**src/rtl/mult_arbiter_pkg.sv**
```systemverilog
// Shared types and constants for the multiplier-sharing arbiter and its response FIFO.
package mult_arbiter_pkg;

    localparam int MUL_W_IN  = 8;
    localparam int MUL_W_OUT = 16;
    localparam int ID_W_MAX  = 3;

    // Width of a requester index; never narrower than one bit.
    function automatic int id_width(input int n);
        return (n > 2) ? $clog2(n) : 1;
    endfunction

    typedef struct packed {
        logic [ID_W_MAX-1:0]         id;
        logic signed [MUL_W_OUT-1:0] data;
    } rsp_entry_t;

endpackage

```
**src/rtl/mult_rsp_fifo.sv**
```systemverilog
// Show-ahead response FIFO: the head entry is visible whenever the FIFO is not empty.
module mult_rsp_fifo
    import mult_arbiter_pkg::*;
#(
    parameter int DEPTH = 4
) (
    input  logic                       clk,
    input  logic                       areset_n,
    input  logic                       push,
    input  rsp_entry_t                 push_entry,
    input  logic                       pop,
    output rsp_entry_t                 head,
    output logic [$clog2(DEPTH):0]     count,
    output logic                       full,
    output logic                       empty
);

    localparam int PTR_W = $clog2(DEPTH);

    rsp_entry_t          mem [DEPTH];
    logic [PTR_W-1:0]    wr_ptr_reg;
    logic [PTR_W-1:0]    rd_ptr_reg;
    logic [PTR_W:0]      count_reg;
    logic                do_push;
    logic                do_pop;

    assign empty   = (count_reg == '0);
    assign full    = (count_reg == (PTR_W+1)'(DEPTH));
    assign count   = count_reg;
    assign do_push = push && !full;
    assign do_pop  = pop && !empty;

    // Gated so an empty FIFO never exposes stale or uninitialised storage.
    assign head = empty ? '0 : mem[rd_ptr_reg];

    always_ff @(posedge clk) begin
        if (do_push) begin
            mem[wr_ptr_reg] <= push_entry;
        end
    end

    always_ff @(posedge clk or negedge areset_n) begin
        if (!areset_n) begin
            wr_ptr_reg <= '0;
            rd_ptr_reg <= '0;
            count_reg  <= '0;
        end else begin
            if (do_push) begin
                wr_ptr_reg <= wr_ptr_reg + PTR_W'(1);
            end
            if (do_pop) begin
                rd_ptr_reg <= rd_ptr_reg + PTR_W'(1);
            end
            case ({do_push, do_pop})
                2'b10:   count_reg <= count_reg + (PTR_W+1)'(1);
                2'b01:   count_reg <= count_reg - (PTR_W+1)'(1);
                default: count_reg <= count_reg;
            endcase
        end
    end

    overflow_chk: assert property (@(posedge clk) disable iff (!areset_n) !(push && full));

endmodule

```
**src/rtl/mult_arbiter.sv**
```systemverilog
// Round-robin sharing of one pipelined signed multiplier among N requesters,
// with id-tagged results returned through a credit-protected response FIFO.
module mult_arbiter
    import mult_arbiter_pkg::*;
#(
    parameter int N           = 4,
    parameter int MUL_LATENCY = 2,
    parameter int FIFO_DEPTH  = 4
) (
    input  logic                          clk,
    input  logic                          areset_n,
    input  logic [N-1:0]                  req_valid,
    output logic [N-1:0]                  req_ready,
    input  logic [MUL_W_IN*N-1:0]         req_a,
    input  logic [MUL_W_IN*N-1:0]         req_b,
    output logic [MUL_W_IN-1:0]           mul_dataa,
    output logic [MUL_W_IN-1:0]           mul_datab,
    input  logic [MUL_W_OUT-1:0]          mul_out,
    output logic                          rsp_valid,
    input  logic                          rsp_ready,
    output logic [id_width(N)-1:0]        rsp_id,
    output logic [MUL_W_OUT-1:0]          rsp_data
);

    localparam int ID_W  = id_width(N);
    localparam int CNT_W = $clog2(FIFO_DEPTH) + 1;

    logic [ID_W-1:0]   rr_ptr_reg;
    logic [CNT_W-1:0]  inflight_reg;
    logic [CNT_W-1:0]  inflight_next;
    logic              tag_valid_reg [MUL_LATENCY];
    logic [ID_W-1:0]   tag_id_reg    [MUL_LATENCY];

    logic              can_issue;
    logic              grant_valid;
    logic [ID_W-1:0]   grant_idx;
    logic              retire;
    logic              pop;
    logic [CNT_W-1:0]  fifo_count;
    logic              empty;
    logic              unused_fifo_full;
    rsp_entry_t        push_entry;
    rsp_entry_t        head_entry;

    // Credit counts results already queued plus those still in the multiplier,
    // so a retiring result always finds room. areset_n gates grants while reset is held.
    assign can_issue = areset_n &&
        (({1'b0, inflight_reg} + {1'b0, fifo_count}) < (CNT_W+1)'(FIFO_DEPTH));

    always_comb begin
        int unsigned cand;
        cand        = 0;
        grant_valid = 1'b0;
        grant_idx   = '0;
        if (can_issue) begin
            for (int k = 1; k <= N; k++) begin
                cand = (int'(rr_ptr_reg) + k) % N;
                if (!grant_valid && req_valid[cand]) begin
                    grant_valid = 1'b1;
                    grant_idx   = ID_W'(cand);
                end
            end
        end
    end

    always_comb begin
        req_ready = '0;
        mul_dataa = '0;
        mul_datab = '0;
        if (grant_valid) begin
            req_ready[grant_idx] = 1'b1;
            mul_dataa = req_a[grant_idx*MUL_W_IN +: MUL_W_IN];
            mul_datab = req_b[grant_idx*MUL_W_IN +: MUL_W_IN];
        end
    end

    assign retire = tag_valid_reg[MUL_LATENCY-1];

    always_comb begin
        inflight_next = inflight_reg;
        case ({grant_valid, retire})
            2'b10:   inflight_next = inflight_reg + CNT_W'(1);
            2'b01:   inflight_next = inflight_reg - CNT_W'(1);
            default: inflight_next = inflight_reg;
        endcase
    end

    always_ff @(posedge clk or negedge areset_n) begin
        if (!areset_n) begin
            rr_ptr_reg       <= ID_W'(N-1);
            inflight_reg     <= '0;
            tag_valid_reg[0] <= 1'b0;
            tag_id_reg[0]    <= '0;
        end else begin
            if (grant_valid) begin
                rr_ptr_reg <= grant_idx;
            end
            inflight_reg     <= inflight_next;
            tag_valid_reg[0] <= grant_valid;
            tag_id_reg[0]    <= grant_idx;
        end
    end

    // Tag stages shift unconditionally, matching the non-stallable multiplier.
    generate
        for (genvar gi = 1; gi < MUL_LATENCY; gi++) begin : g_tag_stage
            always_ff @(posedge clk or negedge areset_n) begin
                if (!areset_n) begin
                    tag_valid_reg[gi] <= 1'b0;
                    tag_id_reg[gi]    <= '0;
                end else begin
                    tag_valid_reg[gi] <= tag_valid_reg[gi-1];
                    tag_id_reg[gi]    <= tag_id_reg[gi-1];
                end
            end
        end
    endgenerate

    always_comb begin
        push_entry      = '0;
        push_entry.id   = ID_W_MAX'(tag_id_reg[MUL_LATENCY-1]);
        push_entry.data = mul_out;
    end

    assign pop = rsp_valid && rsp_ready;

    mult_rsp_fifo #(
        .DEPTH (FIFO_DEPTH)
    ) u_rsp_fifo (
        .clk        (clk),
        .areset_n   (areset_n),
        .push       (retire),
        .push_entry (push_entry),
        .pop        (pop),
        .head       (head_entry),
        .count      (fifo_count),
        .full       (unused_fifo_full),
        .empty      (empty)
    );

    assign rsp_valid = !empty;
    assign rsp_id    = head_entry.id[ID_W-1:0];
    assign rsp_data  = head_entry.data;

    generate
        if (ID_W < ID_W_MAX) begin : g_id_hi
            logic unused_id_hi;
            assign unused_id_hi = ^head_entry.id[ID_W_MAX-1:ID_W];
        end
    endgenerate

endmodule
```
**config.mk**
```make
export PLATFORM = sky130hd
export DESIGN_NAME = mult_arbiter
export DESIGN_NICKNAME = d
export VERILOG_FILES = /design/src/rtl/mult_arbiter_pkg.sv /design/src/rtl/mult_rsp_fifo.sv /design/src/rtl/mult_arbiter.sv
export SDC_FILE = /design/constraint.sdc
export NUM_CORES = 1
export LEC_CHECK = 0
export BUFFER_PORTS_ARGS = -buffer_cell sky130_fd_sc_hd__buf_2
export CORE_ASPECT_RATIO = 1.75
export CORE_UTILIZATION = 35
export CTS_CLUSTER_SIZE = 10
export DETAILED_ROUTE_END_ITERATION = 6
export PLACE_DENSITY_LB_ADDON = 0.25
export SYNTH_ARGS = -nofsm -noshare
export SYNTH_HDL_FRONTEND = slang
export SYNTH_HIERARCHICAL = 1
export SYNTH_SLANG_ARGS = --single-unit
```
**constraint.sdc**
```tcl
create_clock -name clk -period 3.27 [get_ports clk]
set_clock_uncertainty 0.15 [all_clocks]
set_input_delay 0.1635 -clock clk [delete_from_list [all_inputs] [get_ports clk]]
set_output_delay 0.1635 -clock clk [all_outputs]
set_load 0.02 [all_outputs]
```
; ---- Yosys cells after proc, flatten, opt, wreduce, memory -nomap -nowiden
; Memory sizes are Yosys's and may differ from the RTL's.
; Cells that the tools add are included.
[op_classes]
n_addsub = 11
mul = 0
div_mod_pow = 0
n_lt_le_gt_ge = 7
eq_ne = 5
n_shift = 2
muxes = 31
n_bitwise = 4
n_reduce_logical = 20
[op_table]
columns = cell, count
row1 = $lt 32x3->1 const B, 4
row2 = $shiftx 32x6->8, 2
row3 = $mux 18, 1
row4 = $mux 8, 2
row5 = $mux 1, 15
row6 = $pmux 3 s2, 2
row7 = $mux 2, 5
row8 = $add 2x1->2 const B, 4
row9 = $bmux 1 s2, 4
row10 = $logic_and 1x1->1, 8
row11 = $reduce_or 2->1, 4
row12 = $add 3x1->3 const B, 2
row13 = $sub 3x1->3 const B, 2
row14 = $logic_not 1->1, 5
row15 = $add 2x2->2 const B, 2
row16 = $add 3x3->4, 1
row17 = $and 1x1->1 const A, 4
row18 = $eq 2x1->1 const B, 2
row19 = $eq 2x2->1 const B, 2
row20 = $lt 4x3->1 const B, 1
row21 = $mux 4, 1
row22 = $reduce_bool 2->1, 2
row23 = $eq 3x3->1 const B, 1
row24 = $logic_not 3->1, 1
row25 = 3 further kinds, 3
[totals]
regBits = 18
latch_bits = 0
ramBits = 72
romBits = 0
out_inout_bits = 39
memories = 1
[memory_table]
columns = memory, words, word_bits, rd, rd_clocked_by_memory_dff, wr, line_no
row1 = u_rsp_fifo.mem, 4, 18, 1, 0, 1, mult_rsp_fifo.sv:20  ; rsp_entry_t mem [DEPTH];

; ---- Logic depth before layout (Yosys ltp)
; Gate-level depths: netlist of the first run.
[depth]
ltp_word = 24
depth_mapped = 11

; ---- Hierarchy
; Netlist of the first run, hierarchy kept.
[modules_own_cells]
columns = module, instances, cells_each, area_per_inst_um2
row1 = mult_rsp_fifo, 1, 158, 3296.9
row2 = mult_arbiter, 1, 120, 1113.6

; ---- Worst setup path after synthesis of the first run
; OpenSTA, ideal clock, no wires.
[synth_timing]
path_type = register to register
from = register u_rsp_fifo.count_reg[2], in the netlist u_rsp_fifo/count[2]
to = register inflight_reg[1]
setup_ns = 0.083
arrival_ns = 2.230
required_time_ns = 3.037
setup_slack_ns = 0.807
stages_incl_launch_ff = 10
n_path_buf = 1
cell_sequence = dfrtp_1 -> ha_1 -> nor4b_2 -> nand2_1 -> or2_1 -> buf_2 -> ha_1 -> inv_1 -> fa_1 -> o21ai_0
[synth_between]
elab_chain_cells = 6
[synth_lines]
columns = element, line_no
row1 = "start, declared", mult_rsp_fifo.sv:23  ; logic [PTR_W:0] count_reg;
row2 = "start signal, assigned", mult_rsp_fifo.sv:55  ; 2'b10: count_reg <= count_reg + (PTR_W+1)'(1);
row3 = "start signal, assigned", mult_rsp_fifo.sv:56  ; 2'b01: count_reg <= count_reg - (PTR_W+1)'(1);
row4 = "start signal, assigned", mult_rsp_fifo.sv:57  ; default: count_reg <= count_reg;
row5 = $add 3x3->4 *, mult_arbiter.sv:48  ; (({1'b0, inflight_reg} + {1'b0, fifo_count}) < (CNT_W+1)'(FIFO_DEPTH));
row6 = $lt 4x3->1 *, mult_arbiter.sv:48
row7 = $logic_and 1x1->1 *, mult_arbiter.sv:47  ; assign can_issue = areset_n &&
row8 = $mux 1 *, mult_arbiter.sv:55  ; if (can_issue) begin
row9 = $eq 2x1->1 / $eq 2x2->1 (equally long branches), mult_arbiter.sv:81  ; case ({grant_valid, retire})
row10 = $pmux 3 s2 / $reduce_bool 2->1 (equally long branches), --
row11 = "end signal, assigned", mult_arbiter.sv:98  ; inflight_reg <= inflight_next;
row12 = "end, declared", mult_arbiter.sv:29  ; logic [CNT_W-1:0] inflight_reg;
; Mark *: on every way between the ends. The rest lies on a longest branch, timed or not.
; A chain may end at the register's enable or synchronous reset.

; ---- Worst setup path after layout of the first run
[layout_timing]
from = register u_rsp_fifo.count_reg[2], in the netlist u_rsp_fifo/count[2]
to = output port mul_dataa[3]
[layout_lines]
columns = element, line_no
row1 = $add 3x3->4, mult_arbiter.sv:48
row2 = $lt 4x3->1, mult_arbiter.sv:48
row3 = $logic_and 1x1->1, mult_arbiter.sv:47
row4 = $mux 1, mult_arbiter.sv:55
row5 = net grant_valid, mult_arbiter.sv:35  ; logic grant_valid;
row6 = $mux 8, mult_arbiter.sv:70  ; if (grant_valid) begin
row7 = "end, declared", mult_arbiter.sv:16  ; output logic [MUL_W_IN-1:0] mul_dataa,
; The timed path passes the listed nets, and every way through them passes these cells.

==> results of run 1 <==
power breakdown:
| part | leakage (nW) | total [mW] | switching [mW] | internal (mW) |
|---|---|---|---|---|
| logic | 1.31 | 2.14 | 1.17 | 0.964 |
| clock network | 0.153 | 1.06 | 0.393 | 0.668 |
| registers | 0.872 | 1.70 | 0.201 | 1.50 |
| total | 2.33 | 4.90 | 1.77 | 3.14 |
metrics by stage:
step	area (um^2)	cells	setup slack, ns
2_1_floorplan	4260	271	0.807
3_3_place_gp	5040	528	0.705
3_5_place_dp	5040	528	0.598
4_1_cts	5520	561	0.346
5_1_grt	5520	561	0.133
6_report	5520	561	0.396
layer usage:
metal | global-route usage (%) | vias up | share of wire, %
li1 | - | 1313 | -
met1 | 14.3 | 1263 | 37
met2 | 28.5 | 135 | 56
met3 | 2.79 | 9 | 5.3
met4 | 5.75 | 0 | 1.6
met5 | 0 | - | 0
worst max-delay path: stages (launching register included):
cell and delay, ns:
sky130_fd_sc_hd__dfrtp_1 0.44, sky130_fd_sc_hd__ha_1 0.32, sky130_fd_sc_hd__nor4b_2 0.27, sky130_fd_sc_hd__nand2_1 0.13, sky130_fd_sc_hd__or2_1 0.36, sky130_fd_sc_hd__inv_2 0.11, sky130_fd_sc_hd__nand2_2 0.18, sky130_fd_sc_hd__o22ai_1 0.22
sky130_fd_sc_hd__buf_2 0.19
cell type report:
type                            instances  area (um^2)
Fill cell                            1077         6420
Sequential cell                        90         2620
Multi-Input combinational cell        152         1490
Timing Repair Buffer                  151          876
Clock buffer                           11          233
Tap cell                              137          171
Clock inverter                          5         78.8
Inverter                               15         56.3
final timing paths:
path / start / endpoint / slack [ns] / depth (start not counted)
min reg2reg: tag_id_reg[3] / push_entry[17] / 0.20 / 0
min in group asynchronous: areset_n / tag_valid_reg[1] / 0.23 / 3
max reg2reg: u_rsp_fifo/count[2] / inflight_reg[1] / 0.62 / 8
min: rsp_ready / u_rsp_fifo/rd_ptr_reg[1] / 0.19 / 5
max: u_rsp_fifo/count[2] / mul_dataa[3] / 0.40 / 8
max in group asynchronous: areset_n / rr_ptr_reg[1] / 2.49 / 3
timing repair:
item | in CTS | in global routing
endpoints found under the hold margin | 82 | 0
gates resized for setup | 0 | 0
hold buffers | 17 | 0
==> flow_results.org, run 1 <==
** Outcome
- The flow ran to the end, and the final reports show no timing, DRC or antenna violations.

** CTS
- H-tree depth :: 3
- Clock-pin slew was measured on the worst setup and hold paths at about 0.060 ns.
- The longest clock path from root to sink contains 2 buffers.
- The tree built by TritonCTS fans out to 90 sinks.
- Inserted Clock Buffers :: 9
- Root Buffer Master :: sky130_fd_sc_hd__clkbuf_16
- CTS tree :: yes
- Insertion delay to the later sink of the worst-skew pair :: between 0.3 and 0.4 ns
- After clock tree synthesis, the setup repair step added 0 buffers.

** Timing
- Sum of negative setup slack :: 0 ns
- On the final layout, the worst hold slack is ~0.19 ns.
- Final number of max-transition violations :: 0
- Timing would allow up to about 350 MHz.
- Setup repair after global routing left no endpoint under its margin.
- For the finished layout, the period the worst path requires is 2.87 ns.
- Final setup viols :: 0
- The worst path uses between 80% and 90% of the clock period.
- Final hold violation count :: 0
- Max-Slew Margin vs Limit :: 37.5%
- Transition at the pin with the smallest max-transition slack :: about 0.94 ns

** Cells and area
- Net count, final :: 516
- Cells fill between 40 and 50% of the core in the end.
- In the final layout, the share of cells above drive strength 1 is a little over two fifths.
- Area Growth Syn to Fin :: 29.6%
- Most frequent cells in the layout :: 125 x sky130_fd_sc_hd__buf_2, 72 x sky130_fd_sc_hd__edfxtp_1, 28 x sky130_fd_sc_hd__mux2i_1, 23 x sky130_fd_sc_hd__nor2b_1, 18 x sky130_fd_sc_hd__mux4_2
- Leaving out fill and tap cells, the most frequent cell in the layout is sky130_fd_sc_hd__buf_2.
- Diodes inserted :: 0
- Largest register FFs :: 72

** Placement
- Buffers placed on the I/O ports in this run total approximately 130.
- Placer's final routability congestion estimate :: between 0.8 and 0.9
- HPWL after DPL :: approximately 6200 um

** Flow run
- Reported max-cap violation count :: 0

** Global route
- Initial antenna violation count :: 0
- First-pass GRT wire length :: about 14000 um
- Global-route usage over all layers :: approximately 14%
- Total grt overflow :: 0
- Entering global routing, the biggest net connects 23 pins.
- Number of global-route vias before repair :: 2851

** Critical path
- Critical Path End Type :: primary output
- Sort of element at the start of the critical path :: flop
- Data on the critical path arrives at its endpoint at around 2.6 ns.
- Required time of the critical path :: about 3.0 ns
- By startpoint and endpoint, the worst setup path is classified as flop to primary output.
- Along the worst path, the maximum fanout reaches 14.

** Pwr
- Peak supply drop :: between 0.5 and 0.6 mV
- Post-route total power :: roughly 4.9 mW
- Pwr Density :: about 890 mW/mm^2
- Summed over all cells, the static leakage comes to around 2.3 nW.

** Detailed routing
- Avg WL per Cell :: 15.5 um
- Via count normalized by instance count :: 4.85
- Antenna Violating Nets Remaining :: 0
- The first detailed-routing pass took 4 iterations.
- Via count :: around 2700
- Drt total wl :: ~8700 um
- The detailed router finished its first iteration with 50 violations.
- Post-route DRC violation count :: 0

** Die
- I/O pin total :: about 130
- Measured along the x axis, the die boundary spans around 85 um.
- Number of placement rows :: 53
- Core box area :: 0.0119 mm^2
- Area enclosed by the die boundary :: between 0.01 and 0.015 mm^2
- Die span in y :: approximately 150 um
- Starting utilization of the core area :: roughly 36%

** Synth
- The cell count after synthesis came out at approximately 270.
- Dividing the synthesized area by the synthesized cell count gives ~16 um^2.
- During synthesis, Yosys emitted a total of 6 warnings.
- Post-synth net total :: around 370
- Cell area after technology mapping :: 0.00426 mm^2

** Hold path
- The tightest min-delay check is of the primary input to flop type.
(Power assumes the default switching activity.)
==> run 2: changes to the inputs <==
Settings changed: CORE_MARGIN from default to 2.
==> flow_results.org, run 2 (synthesis results as in run 1) <==
** Outcome
- Status :: finished, final reports clean

** Cells and area
- The repair_antennas step left the layout with diodes totalling 0.
- Final instance area :: around 0.0055 mm^2
- Relative to the synthesized area, the layout overhead comes to 28.9%.
- Largest register FFs :: approximately 70
- Cell Count, Final, Fillers Out :: between 500 and 600
- In the final layout, the share of cells above drive strength 1 is about 44%.
- Most frequent cells in the layout :: 125 x sky130_fd_sc_hd__buf_2, 72 x sky130_fd_sc_hd__edfxtp_1, 28 x sky130_fd_sc_hd__mux2i_1, 23 x sky130_fd_sc_hd__nor2b_1, 18 x sky130_fd_sc_hd__mux4_2
- The library cell used most frequently in the layout, excluding fill and tap cells, is sky130_fd_sc_hd__buf_2.
- Total of fill cells in the finished design :: ~1100
- Net count, final :: around 520

** Die
- Die span in y :: 150 um
- Horiz. Die Dim :: 87.4 um
- I/O pin total :: ~130
- Row generation in the floorplan step produced 53 rows.
- Area enclosed by the die boundary :: between 0.01 and 0.015 mm^2
- Core box area :: about 0.012 mm^2
- For this configuration, the core starts out at a cell density of a little over a third.

** Timing
- Transition at the pin with the smallest max-transition slack :: between 0.9 and 1 ns
- The routed design could run at a clock period as short as ~2.9 ns.
- Max-Slew Margin vs Limit :: a little under 40%
- Minimum hold slack :: between 0.15 and 0.2 ns
- Sum of negative setup slack :: 0 ns
- The max-slew violation total from the final report was 0.
- Final setup viols :: 0
- Of the available clock period, the critical path in the final layout requires 87.7%.
- The count of endpoints failing hold in the final timing report was 0.
- Timing would allow up to approximately 350 MHz.
- Setup repair after global routing left no endpoint under its margin.

** CTS
- Number of buffers inserted to repair setup after CTS :: 0
- TritonCTS created 9 clock buffers.
- The cell sitting at the root of the clock tree is a sky130_fd_sc_hd__clkbuf_16.
- The later pin in the worst-skew pair is clocked with a latency of about 0.33 ns.
- Clock transition at the register clock pins on the worst setup and hold paths after CTS :: about 0.06 ns
- H-tree depth :: 3
- CTS tree :: yes
- Number of buffers on the longest clock path :: 2
- # clock sinks :: 90

** Detailed routing
- Drt total wl :: 8620 um
- After the first detailed-routing iteration, the DRC count stood at between 90 and 100.
- Post-route DRC violation count :: 0
- Antenna Violating Nets Remaining :: 0
- First-pass detailed-route iteration total :: 4
- Via count normalized by instance count :: a little under 5
- Via count :: between 2000 and 3000
- Avg WL per Cell :: around 15 um

** Global route
- First-pass GRT wire length :: around 14000 um
- For this run the aggregate overflow at the end of global routing stands at 0.
- Number of global-route vias before repair :: approximately 3000
- Global routing consumed, over all layers together, between 10% and 20% of the routing resources.
- Maximum number of pins on one net before global-route repair :: 23
- The initial antenna violation count came to 0.

** Hold path
- The path class of the tightest hold or removal check is primary input to flop.

** Pwr
- Peak supply drop :: roughly 0.35 mV
- The design draws 4.80 mW.
- In this run the power density over the cells is between 800 and 900 mW/mm^2.
- Leak Pwr :: around 2.3 nW

** Critical path
- Worst setup path category :: flop to primary output
- In this run the worst path has a maximum fanout of 14.
- Required time of the critical path :: 2.96 ns
- Critical Path End Type :: primary output
- The worst setup path is launched from a flop.
- Worst endpoint data arrival time :: ~2.6 ns

** Placement
- HPWL after DPL :: between 6000 and 7000 um
- Placed instance area :: between 0.005 and 0.006 mm^2
- Routability-driven placement finished with a final weighted congestion of 0.759.
- Number of port buffers :: between 100 and 150
- Placed Cells incl. Taps :: 529

** Flow run
- Reported max-cap violation count :: 0
## run 2: cell count changes in the layout (fill, tap and decap cells not counted)
cell	change
sky130_fd_sc_hd__buf_4	+2
sky130_fd_sc_hd__clkbuf_1	-2
sky130_fd_sc_hd__clkinvlp_4	+2
sky130_fd_sc_hd__buf_12	-1
sky130_fd_sc_hd__bufinv_16	-1
sky130_fd_sc_hd__clkinv_2	-1
sky130_fd_sc_hd__inv_6	+1
sky130_fd_sc_hd__nor3_2	+1
sky130_fd_sc_hd__nor3_4	-1
## run 2: power breakdown
group          leakage (nW)  total [mW]  internal, mW  switching (mW)
logic                  1.31        2.14         0.952            1.19
registers             0.872        1.67          1.50           0.163
clock network         0.138       0.997         0.590           0.408
total                  2.32        4.80          3.05            1.76
## run 2: final timing paths
check	start	end	slack [ns]	cells after the start
setup reg to reg	u_rsp_fifo/count[2]	inflight_reg[1]	0.64	8
min in group asynchronous	areset_n	inflight_reg[0]	0.21	3
hold / removal	rsp_ready	u_rsp_fifo/rd_ptr_reg[1]	0.17	5
max in group asynchronous	areset_n	rr_ptr_reg[1]	2.50	3
hold reg to reg	tag_id_reg[3]	push_entry[17]	0.20	0
setup / recovery	u_rsp_fifo/count[2]	mul_dataa[0]	0.40	8
## run 2: routing by layer
metal | GRT usage [%] | vias up | wire length [um]
met4 | 4.62 | 0 | 116
met2 | 27.6 | 117 | 4840
li1 | - | 1312 | -
met5 | 0 | - | 0
met3 | 3.09 | 9 | 453
met1 | 15.2 | 1281 | 3220
## run 2: metrics by stage
step                      worst slack [ns]  util, %
after global routing                 0.166     46.0
after global placement               0.727     42.1
after floorplan                      0.807        -
after CTS                            0.323     46.0
after detailed placement             0.615     42.1
final                                0.402     46.0
## run 2: worst max-delay path: stages, from the launching register on
cell                      delay, ns
sky130_fd_sc_hd__dfrtp_1       0.42
sky130_fd_sc_hd__ha_1          0.30
sky130_fd_sc_hd__nor4b_2       0.25
sky130_fd_sc_hd__nand2_1       0.13
sky130_fd_sc_hd__or2_1         0.36
sky130_fd_sc_hd__inv_2         0.11
sky130_fd_sc_hd__nand2_2       0.17
sky130_fd_sc_hd__o22ai_1       0.27
sky130_fd_sc_hd__buf_2         0.21
## run 2: layout make-up
class                           count  area [um^2]  share of cell area [%]
Multi-Input combinational cell    152         1480                    27.0
Tap cell                          137          171                    3.12
Inverter                           15         56.3                    1.03
Clock buffer                        9          225                    4.10
Clock inverter                      6         67.6                    1.23
Timing Repair Buffer              152          871                    15.9
Sequential cell                    90         2620                    47.7
## run 2: timing repair
action / 4_1_cts / 5_1_grt
hold endpoints to repair: 82 / 0
hold buffers: 17 / 0
gates resized for setup: 0 / 0
endpoints found under the setup margin: 0 / 0
==> run 3: changes to the inputs <==
Settings changed: CORE_UTILIZATION 35 to 50.
==> flow_results.org, run 3 (synthesis results as in run 1) <==
** Timing
- The worst path meets setup with a little over 0.4 ns of slack.
- Setup violations remaining at the end of the flow were counted as 0.
- Sum of negative setup slack :: 0 ns
- Derived from the worst setup path, the maximum achievable clock frequency is 349 MHz.
- The worst path needs approximately 2.9 ns of the cycle, external delays included.
- For the pin with the worst max-slew slack, the measured transition is roughly 0.88 ns.
- Minimum hold slack :: 0.183 ns
- Share of the clock period used by the worst path after layout :: ~88%
- Final number of max-transition violations :: 0
- The count of endpoints failing hold in the final timing report came to 0.
- Setup repair after global routing left no endpoint under its margin.
- The worst pin sits at a relative slew slack of between 40% and 50%.

** Cells and area
- 0 antenna diodes ended up in the layout.
- The library cell used most frequently in the layout, excluding fill and tap cells, is sky130_fd_sc_hd__buf_2.
- Registers take between 0.002 and 0.003 mm^2.
- In the final layout, the multi-input gates occupy 0.00148 mm^2.
- Final core utilization :: between 60 and 70%
- In the final design database the tool counted ~520 nets.
- Total of fill cells in the finished design :: between 600 and 700
- Layout cells sized above 1 :: roughly 43%
- Area Growth Syn to Fin :: 27.2%
- The library cells used most frequently in the layout, excluding fill and tap cells, are 125 x sky130_fd_sc_hd__buf_2, 72 x sky130_fd_sc_hd__edfxtp_1, 28 x sky130_fd_sc_hd__mux2i_1, 23 x sky130_fd_sc_hd__nor2b_1, 18 x sky130_fd_sc_hd__mux4_2.
- Largest register FFs :: approximately 70

** Hold path
- Class of the tightest hold or removal check :: primary input to flop
- Hold depth :: 5
- Worst min-delay path startpoint :: rsp_ready
- The path with the worst hold slack has its endpoint at u_rsp_fifo/rd_ptr_reg[1].

** Critical path
- STA classifies the critical path endpoint as a primary output.
- The critical path is of the flop to primary output type.
- Top fanout value on the critical path :: 14
- For the worst setup path, the data required time is 2.96 ns.
- Worst setup slack for register-to-register paths :: roughly 0.63 ns
- Sort of element at the start of the critical path :: flop
- Reg2Reg Launch Point :: u_rsp_fifo/count[2]
- The endpoint identified for the worst register-to-register timing path is inflight_reg[1].
- Data arrives at the worst endpoint at 2.55 ns.
- Count of cells along the worst register-to-register path :: 8

** CTS
- For the worst-skew pair, the clock arrives at the later sink with an insertion delay of 0.33 ns.
- Root Buffer Master :: sky130_fd_sc_hd__clkbuf_16
- Count of cells resized by post-cts repair :: 0
- Inserted Clock Buffers :: 9
- Clock-pin slew was measured on the worst setup and hold paths at 0.06 ns.
- Number of buffers on the longest clock path :: 2
- H-tree depth :: 3
- TritonCTS built the clock tree.
- # clock sinks :: 90
- In this run the post-CTS setup repair buffer count came out at 0.

** Detailed routing
- First-pass detailed-route iteration total :: 4
- Summed over all layers, the routed wires come to 8410 um.
- Via count :: about 2700
- In this run, the number of DRC markers left after iteration 0 of detailed routing was between 100 and 150.
- Antenna Violating Nets Remaining :: 0
- For this run, design rule violations remaining after detail routing come to 0.
- Avg WL per Cell :: 16.3 um
- After detailed routing, the number of vias per cell comes to between 5 and 6.

** Die
- Horiz. Die Dim :: about 74 um
- Die span in y :: approximately 130 um
- During I/O placement, the number of pins put on the boundary was 126.
- Number of placement rows :: between 40 and 50
- The die covers a little over 0.009 mm^2.
- Starting utilization of the core area :: between 50% and 60%
- The core region is between 0.008 and 0.009 mm^2.

** Outcome
- The run finished with clean final reports.

** Global route
- Global routing finished with a remaining overflow of 0.
- First-pass GRT wire length :: 13400 um
- The number of global-route vias before repair was ~2900.
- Maximum number of pins on one net before global-route repair :: 23
- Across every metal layer, demand over resource in global routing totals roughly 19%.
- Initial antenna violation count :: 0

** Pwr
- Peak supply drop :: between 0.4 and 0.5 mV
- The analysis attributes to cell leakage a power of between 2 and 2.5 nW.
- Pwr Density :: between 800 and 900 mW/mm^2

** Placement
- Number of port buffers :: approximately 130
- Routability-driven placement finished with a final weighted congestion of around 0.75.
- Detailed placement ended at an HPWL of approximately 6000 um.
- At the placement stage, the worst setup path has a slack of approximately 0.64 ns.

** Flow run
- Reported max-cap violation count :: 0
==> run 3: worst max-delay path by stage <==
stage | end | start | cells after the start
2_1_floorplan | inflight_reg[1] | u_rsp_fifo/count[2] | 9
3_3_place_gp | inflight_reg[1] | inflight_reg[2] | 8
3_5_place_dp | inflight_reg[1] | u_rsp_fifo/count[2] | 8
4_1_cts | mul_dataa[7] | u_rsp_fifo/count[2] | 8
5_1_grt | mul_datab[2] | u_rsp_fifo/count[2] | 8
6_report | mul_dataa[7] | u_rsp_fifo/count[2] | 8
==> run 3: metal layers <==
| metal | share of wire, % | track usage (%) | vias to the layer above |
|---|---|---|---|
| met5 | 0 | 0 | - |
| met2 | 57 | 35.0 | 98 |
| met3 | 4.6 | 4.08 | 7 |
| li1 | - | - | 1313 |
| met1 | 37 | 20.7 | 1310 |
| met4 | 1.6 | 8.45 | 0 |
==> run 3: area by class of cell <==
class	instances	share of cell area [%]
clock buffer	10	4.23
clock inverter	6	1.06
inverter	15	1.04
multi-input combinational	152	27.3
sequential	90	48.3
tap	92	2.12
timing repair buffer	151	15.9
==> run 3: metrics by stage <==
step                std cells  total power, mW  area [um^2]
floorplan                 271             3.29         4260
global placement          483             3.79         4960
detailed placement        483             3.83         4960
CTS                       516             4.83         5420
global route              516             5.05         5420
finish                    516             4.76         5420
==> run 3: what timing repair did <==
action	in CTS	in global routing
hold buffers	17	0
endpoints found under the setup margin	0	0
endpoints found under the hold margin	82	0
==> run 3: report_power, final <==
group          leakage (nW)  internal (mW)  switching (mW)
clock network         0.134          0.584           0.381
logic                  1.30          0.941            1.17
registers             0.872           1.50           0.182
total                  2.31           3.03            1.73
==> run 3: critical path: stages, from the launching register on <==
cell and delay [ns]:
sky130_fd_sc_hd__dfrtp_1 0.42, sky130_fd_sc_hd__ha_1 0.30, sky130_fd_sc_hd__nor4b_2 0.28, sky130_fd_sc_hd__nand2_1 0.14, sky130_fd_sc_hd__or2_1 0.36, sky130_fd_sc_hd__inv_2 0.13, sky130_fd_sc_hd__nand2_2 0.18, sky130_fd_sc_hd__o22ai_1 0.23
sky130_fd_sc_hd__buf_2 0.19
